<file path="src/rtl/mod_updown_counter.sv">
// mod_updown_counter: parametrised up/down modulo counter with
// wrap/saturate boundaries, terminal-count pulse and PWM compare.
module mod_updown_counter #(
   parameter int unsigned WIDTH     = 8,
   parameter int unsigned MAX_VAL   = 255,
   parameter bit          SATURATE  = 1'b0,
   parameter int unsigned RESET_VAL = 0
) (
   input  logic             clk,
   input  logic             arst,
   input  logic             en,
   input  logic             up_dn,
   input  logic             clr,
   input  logic             load,
   input  logic [WIDTH-1:0] load_val,
   input  logic [WIDTH-1:0] cmp_val,
   output logic [WIDTH-1:0] count,
   output logic             tc,
   output logic             pwm_out
);

   localparam logic [WIDTH-1:0] MAXV = WIDTH'(MAX_VAL);
   localparam logic [WIDTH-1:0] RSTV = WIDTH'(RESET_VAL);
   localparam logic [WIDTH-1:0] ONE  = WIDTH'(1);
   localparam logic [WIDTH-1:0] BND  = SATURATE ? MAXV : '0;
   localparam logic [WIDTH-1:0] BNDD = SATURATE ? '0 : MAXV;

   logic [WIDTH-1:0] cnt_nxt;
   logic             tc_nxt;
   logic             at_max;
   logic             at_zero;

   assign at_max  = (count == MAXV);
   assign at_zero = (count == '0);

   // Next count: clear beats load beats step; boundaries are
   // caught before the +1/-1 so natural rollover is never used.
   always_comb begin
      cnt_nxt = count;
      tc_nxt  = 1'b0;
      if (clr) begin
         cnt_nxt = '0;
      end else if (load) begin
         cnt_nxt = (load_val > MAXV) ? MAXV : load_val;
      end else if (en) begin
         if (up_dn) begin
            if (at_max) begin
               cnt_nxt = BND;
               tc_nxt  = 1'b1;
            end else begin
               cnt_nxt = count + ONE;
            end
         end else begin
            if (at_zero) begin
               cnt_nxt = BNDD;
               tc_nxt  = 1'b1;
            end else begin
               cnt_nxt = count - ONE;
            end
         end
      end
   end

   // Register count with tc and pwm aligned to the new value.
   always_ff @(posedge clk or negedge arst) begin
      if (!arst) begin
         count   <= RSTV;
         tc      <= 1'b0;
         pwm_out <= 1'b0;
      end else begin
         count   <= cnt_nxt;
         tc      <= tc_nxt;
         pwm_out <= (cnt_nxt < cmp_val);
      end
   end

endmodule
</file>
<file path="config.mk">
export PLATFORM = sky130hd
export DESIGN_NAME = mod_updown_counter
export DESIGN_NICKNAME = d
export VERILOG_FILES = /design/src/rtl/mod_updown_counter.sv
export SDC_FILE = /design/constraint.sdc
export NUM_CORES = 1
export LEC_CHECK = 0
export CAP_MARGIN = 0
export CORE_MARGIN = 1.5
export CORE_UTILIZATION = 40
export CTS_CLUSTER_SIZE = 16
export DETAILED_ROUTE_END_ITERATION = 8
export DONT_BUFFER_PORTS = 1
export GPL_TIMING_DRIVEN = 0
export PLACE_DENSITY_LB_ADDON = 0.3
export SYNTH_ARGS = -nofsm -noshare
export SYNTH_HDL_FRONTEND = slang
export SYNTH_SLANG_ARGS = --single-unit
</file>
<file path="constraint.sdc">
create_clock -name clk -period 5.8 [get_ports clk]
set_input_delay 0.58 -clock clk [delete_from_list [all_inputs] [get_ports clk]]
set_output_delay 0.58 -clock clk [all_outputs]
set_load 0.05 [all_outputs]
</file>
==> reports/qor.yml, run 1 <==
outcome:
  status: "complete, no violations"
final_layout:
  fin_nets: 186
  antennaDiodeCount: 0
  fin_area_um2: 1254
  area_delta_synth_final_pct: 6.032
  drive_above_1_share: 0.1316
clocking:
  cts_tree: "built"
  insertion_delay_ns: 0.28
  root_buffer: "clkbuf_4"
  htreeDepth: 1
  cts.sinks: 10
  clk_pin_slew_worst_paths_ns: 0.08
  post_cts_buffers: 0
  cts-hold-fix-buffers: 1
  ctsLongestPathBuffers: 2
  numCtsBuffers: 3
  post_cts_resize_count: 0
global_routing:
  grt_max_degree: 11
  grt_pass1_vias: 1127
  grt_pass1_wl_um: 5540
  globalRouteTotalUtil: 0.2159
  antenna_found_initial: 0
  gr-total-overflow: 0
placement:
  pre_cts_slack_ns: 2.393
  gp_congestion: 0.9204
  portBuffers: 0
  dp_hpwl_um: 2544
  place_area_um2: 1221
drt:
  top_layer_used: "met4"
  ant_nets: 0
  wl_um: 3322
  drc: 0
  wl_met2_um: 1643
  viasPerCell: 6.372
  dr.pass1.iters: 4
  drt-initial-drc-count: 35
  wl_met1_um: 1442
  wl_met3_um: 222
  wl_per_cell_um: 18.15
  vias: 1166
floorplanning:
  io_pins: 32
  die_area_um2: 3291
  die_x_um: 57.37
  core_area_um2: 2781
  num_rows: 19
  die_y_um: 57.37
  initial_core_util: 0.4251
yosys:
  avgSynthCellArea_um2: 7.989
  synth_area_um2: 1182
  yosys_warnings: 0
  yosysSeqAreaShare: 0.2116
  synthFlopType: "dfrtp_1"
  ys_seq_elements: 10
  syn_inst: 148
  async_flop_share: 1.000
  synth_cell_types: 49
  synth_edf_count: 0
  synth_nets: 180
power_and_ir_drop:
  finalPower_mw: 0.2406
  p_leak_nw: 0.5567
  worst_ir_drop_vdd_v: 0.0001229
  powerDensity_nw_per_um2: 191.9
critical_path:
  endpoint_kind: "register"
  cp-start-kind: "register"
  crit_chain: "buf_2 -> inv_1 -> ha_1 -> nor3b_2 -> a21o_2 -> a211oi_1 -> nor4_1 -> ha_1 -> nand4_1 -> a211oi_1 -> a2111oi_0 -> a21boi_1"
  r2r-start: "count[0]"
  critPathMaxStageDelay_ns: 0.58
  worstSetupStartpoint: "count[0]"
  cp.required_ns: 6.00
  crit_arrival_ns: 3.60
  critical_path_class: "register to register"
  crit_slowest_cell: "dfrtp_1"
  regToRegSetupSlack_ns: 2.41
  crit_fanout: 9
sta:
  post-route-min-period_ns: 3.395
  hold_viol_final: 0
  fin_tns_setup_ns: 0
  period_share: 0.5853
  setup_violations: 0
  slew_viol_final: 0
  max_freq_mhz: 294.6
  fin_skew_ns: 0.009854
  rsz0062_at_grt: "false"
  maxSlewHeadroom: 0.5580
  worst_pin_slew_ns: 0.6630
  setup_ws_ns: 2.405
hold_path:
  min_from: "load_val[4]"
  hold_class: "input port to register"
run:
  max_cap_viol_count: 0
## critical path, delay by kind of cell (launching register included)
kind                     cells  cell delay [ns]
adder cells (fa/ha/maj)      2             0.51
flip-flops                   1             0.58
AND/OR/NAND/NOR              3             0.90
AO/OA/AOI/OAI                5             0.94
buffers and inverters        2             0.38
## power breakdown
group | switching, mW | internal (mW) | total (mW)
registers | 0.0258 | 0.0747 | 0.100
logic | 0.0531 | 0.0343 | 0.0874
clock network | 0.0286 | 0.0241 | 0.0527
total | 0.107 | 0.133 | 0.241
## cells in the mapped netlist, drive strengths merged, types with 2 or more instances
| library cell | instances | area, um^2 |
|---|---|---|
| a2111oi | 2 | 23.77 |
| a211o | 3 | 26.28 |
| a211oi | 6 | 45.04 |
| a21boi | 2 | 15.02 |
| a21o | 2 | 16.27 |
| a21oi | 9 | 45.04 |
| a221oi | 2 | 30.03 |
| a31oi | 3 | 18.77 |
| and2 | 2 | 12.51 |
| and4 | 2 | 17.52 |
| buf | 8 | 57.55 |
| clkbuf | 4 | 15.01 |
| dfrtp | 10 | 250.2 |
| ha | 10 | 125.1 |
| inv | 19 | 71.32 |
| nand2 | 7 | 26.28 |
| nand3 | 2 | 10.01 |
| nand4 | 5 | 37.53 |
| nor2 | 12 | 45.04 |
| nor3 | 4 | 25.02 |
| nor3b | 3 | 27.52 |
| nor4 | 5 | 46.29 |
| o21ai | 7 | 35.03 |
| o221ai | 2 | 17.52 |
| xor2 | 2 | 17.52 |
## per-layer routing
metal  vias to the layer above  track usage
met4                         0      0.02990
met2                        48       0.3523
li1                        556            -
met5                         -            0
met1                       560       0.2983
met3                         2      0.04989
## layout by cell type, fill, tap and decap left out, drive strengths merged, types with 3 or more instances in the layout
cell type  synthesis  routed
a21oi              9       9
o21ai              7       7
inv               19      19
nor4               5       5
dfrtp             10      10
ha                10      10
clkbuf             4       7
a211oi             6       6
nor3               4       4
a31oi              3       3
nor2              12      12
buf                8       8
nand2              7       7
nor3b              3       3
nand4              5       5
a211o              3       3
## flip-flops by register name, indices dropped and copies added, names as in the netlist
register  count
tc            1
count         8
pwm_out       1
## metrics by stage
step	cells	hold WS (ns)	utilization
6_report	183	0.4810	0.4507
5_1_grt	183	0.4724	0.4507
4_1_cts	183	0.4817	0.4507
3_5_place_dp	179	0.2846	0.4390
3_3_place_gp	179	0.2847	0.4390
2_1_floorplan	148	0.2844	-
## worst paths after layout
kind,end,cells after the start
max,pwm_out,12
min,count[4],2
max reg2reg,pwm_out,12
min reg2reg,tc,2
max in group asynchronous,tc,1
min in group asynchronous,count[5],1
## kinds of logic after synthesis
family | Yosys count | synth area share
flops | 10 | 0.2116
compound gates | 48 | 0.3048
buf+inv | 31 | 0.1217
xor+xnor | 3 | 0.02223
fa+ha+maj | 10 | 0.1058
simple gates | 46 | 0.2339
## final cells by class
class,instances,area [um^2]
Fill cell,281,1528
Clock buffer,3,22.52
Sequential cell,10,250.2
Tap cell,31,38.79
Multi-Input combinational cell,107,788.3
Buffer,12,72.57
Inverter,19,71.32
Timing Repair Buffer,1,10.01
Note: power is estimated with default switching activity, not from simulation.
==> run 2: changes to the inputs <==
==> constraint.sdc (replaced) <==
create_clock -name clk -period 3.5 [get_ports clk]
set_input_delay 0.35 -clock clk [delete_from_list [all_inputs] [get_ports clk]]
set_output_delay 0.35 -clock clk [all_outputs]
set_load 0.05 [all_outputs]
==> reports/qor.yml, run 2 (synthesis gave the netlist of run 1 again) <==
final_layout:
  utilization: 0.4566  # +0.005848
  regArea_um2: 252.7  # +1.0%
  largest_reg_flops: 8  # unchanged
  antennaDiodeCount: 0  # unchanged
  final_common_cell: "inv_1"
  final_cell_mix: "19 x inv_1, 12 x nor2_1, 10 x ha_1"
  fin_nets: 186  # unchanged
  multi_input_area_um2: 802.0  # +1.7%
  regMostFlops: "count"
  fin_area_um2: 1270  # +1.3%
  largest_registers: "count (8), pwm_out (1), tc (1)"
  num-fill-cells: 279  # -0.71%
  area_delta_synth_final_pct: 7.408
  drive_above_1_share: 0.1579  # +0.02632
global_routing:
  globalRouteTotalUtil: 0.2159  # unchanged
  grt_pass1_wl_um: 5540  # unchanged
  antenna_found_initial: 0  # unchanged
  grt_max_degree: 11  # unchanged
  grt_pass1_vias: 1127  # unchanged
  gr-total-overflow: 0  # unchanged
placement:
  portBuffers: 0  # unchanged
  gp_congestion: 0.9204  # unchanged
  place_area_um2: 1221  # unchanged
  dp_hpwl_um: 2544  # unchanged
  pre_cts_slack_ns: 0.09272  # -2.300 ns
clocking:
  htreeDepth: 1  # unchanged
  clk_pin_slew_worst_paths_ns: 0.08  # about the same
  cts_tree: "built"
  ctsLongestPathBuffers: 2  # unchanged
  numCtsBuffers: 3  # unchanged
  cts.sinks: 10  # unchanged
  post_cts_buffers: 0  # unchanged
  insertion_delay_ns: 0.28  # about the same
  root_buffer: "clkbuf_4"
sta:
  worst_pin_slew_ns: 0.6573  # -0.005695 ns
  slew_viol_final: 0  # unchanged
  hold_slack_ns: 0.2563  # -0.2246 ns
  fin_tns_setup_ns: 0  # unchanged
  max_freq_mhz: 309.8  # +5.2%
  setup_violations: 0  # unchanged
  rsz0062_at_grt: "false"
  hold_viol_final: 0  # unchanged
  period_share: 0.9222  # +0.3369
  fin_skew_ns: 0.009284  # -0.0005702 ns
  post-route-min-period_ns: 3.228  # -0.1671 ns
  maxSlewHeadroom: 0.5618  # +0.003796
  setup_ws_ns: 0.2723  # -2.133 ns
critical_path:
  rr_worst_depth: 12  # unchanged
  cp-start-kind: "register"
  critical_path_class: "register to register"
  crit_fanout: 9  # unchanged
  cp.required_ns: 3.70  # -2.30 ns
  crit_arrival_ns: 3.43  # -0.17 ns
  endpoint_kind: "register"
drt:
  dr.pass1.iters: 4  # unchanged
  wl_met2_um: 1610  # -2.0%
  wl_per_cell_um: 18.03  # -0.66%
  top_layer_used: "met4"
  wl_met1_um: 1471  # +2.0%
  wl_met3_um: 203  # -8.6%
  vias: 1165  # -0.086%
  drt-initial-drc-count: 32  # -8.6%
  ant_nets: 0  # unchanged
  viasPerCell: 6.366  # about the same
  wl_um: 3300  # -0.66%
  drc: 0  # unchanged
hold_path:
  whs_path_depth: 2  # unchanged
  hold_class: "input port to register"
floorplanning:
  io_pins: 32  # unchanged
  initial_core_util: 0.4251  # unchanged
  die_y_um: 57.37  # unchanged
  die_area_um2: 3291  # unchanged
  core_area_um2: 2781  # unchanged
  num_rows: 19  # unchanged
  die_x_um: 57.37  # unchanged
power_and_ir_drop:
  worst_ir_drop_vdd_v: 0.0002029  # +65%
  powerDensity_nw_per_um2: 314.4  # +64%
  p_leak_nw: 0.5566  # about the same
run:
  max_cap_viol_count: 0  # unchanged
outcome:
  status: "complete, no violations"
## run 2: power breakdown
part	total [mW]	switching [mW]	leakage [nW]	internal, mW
clock network	0.0856	0.0457	0.0138	0.0399
registers	0.167	0.0425	0.125	0.124
logic	0.147	0.0891	0.417	0.0579
total	0.399	0.177	0.557	0.222
## run 2: final timing paths
| check | end | slack (ns) | from |
|---|---|---|---|
| worst max-delay path | pwm_out | 0.27 | count[0] |
| worst min-delay path | count[4] | 0.26 | load_val[4] |
| worst max register to register | pwm_out | 0.27 | count[0] |
| worst min register to register | count[1] | 1.01 | count[1] |
| max in group asynchronous | count[1] | 2.67 | arst |
| min in group asynchronous | count[5] | 0.46 | arst |
## run 2: area by class of cell
cell class | count | share of cell area
clock buffer | 3 | 0.01773
sequential | 10 | 0.1990
multi-input combinational | 107 | 0.6315
buffer | 12 | 0.05714
inverter | 19 | 0.05616
tap | 31 | 0.03054
timing repair buffer | 1 | 0.007882
## run 2: through the flow
step	power (mW)	std cells
after floorplan	0.2771	148
after global routing	0.4262	183
after global placement	0.3043	179
after detailed placement	0.3093	179
final	0.3993	183
after CTS	0.3954	183
## run 2: timing repair
action,CTS,global route
endpoints found under the setup margin,0,1
resized for setup,0,4
hold buffers,1,0
endpoints found under the hold margin,10,0
## run 2: critical path: stages (launching register included)
cell and delay [ns]:
dfrtp_2 0.53, buf_2 0.23, inv_1 0.10, ha_1 0.14, nor3b_2 0.27, a21o_2 0.25
o221ai_1 0.16, a221oi_2 0.30, ha_1 0.28, o21ai_0 0.22, a211oi_1 0.13, a2111oi_0 0.36
a21boi_1 0.19
## run 2: routing by layer
layer / track usage / vias up
met1: 0.2983 / 568
met3: 0.04989 / 2
met2: 0.3523 / 39
li1: - / 556
met4: 0.02990 / 0
met5: 0 / -
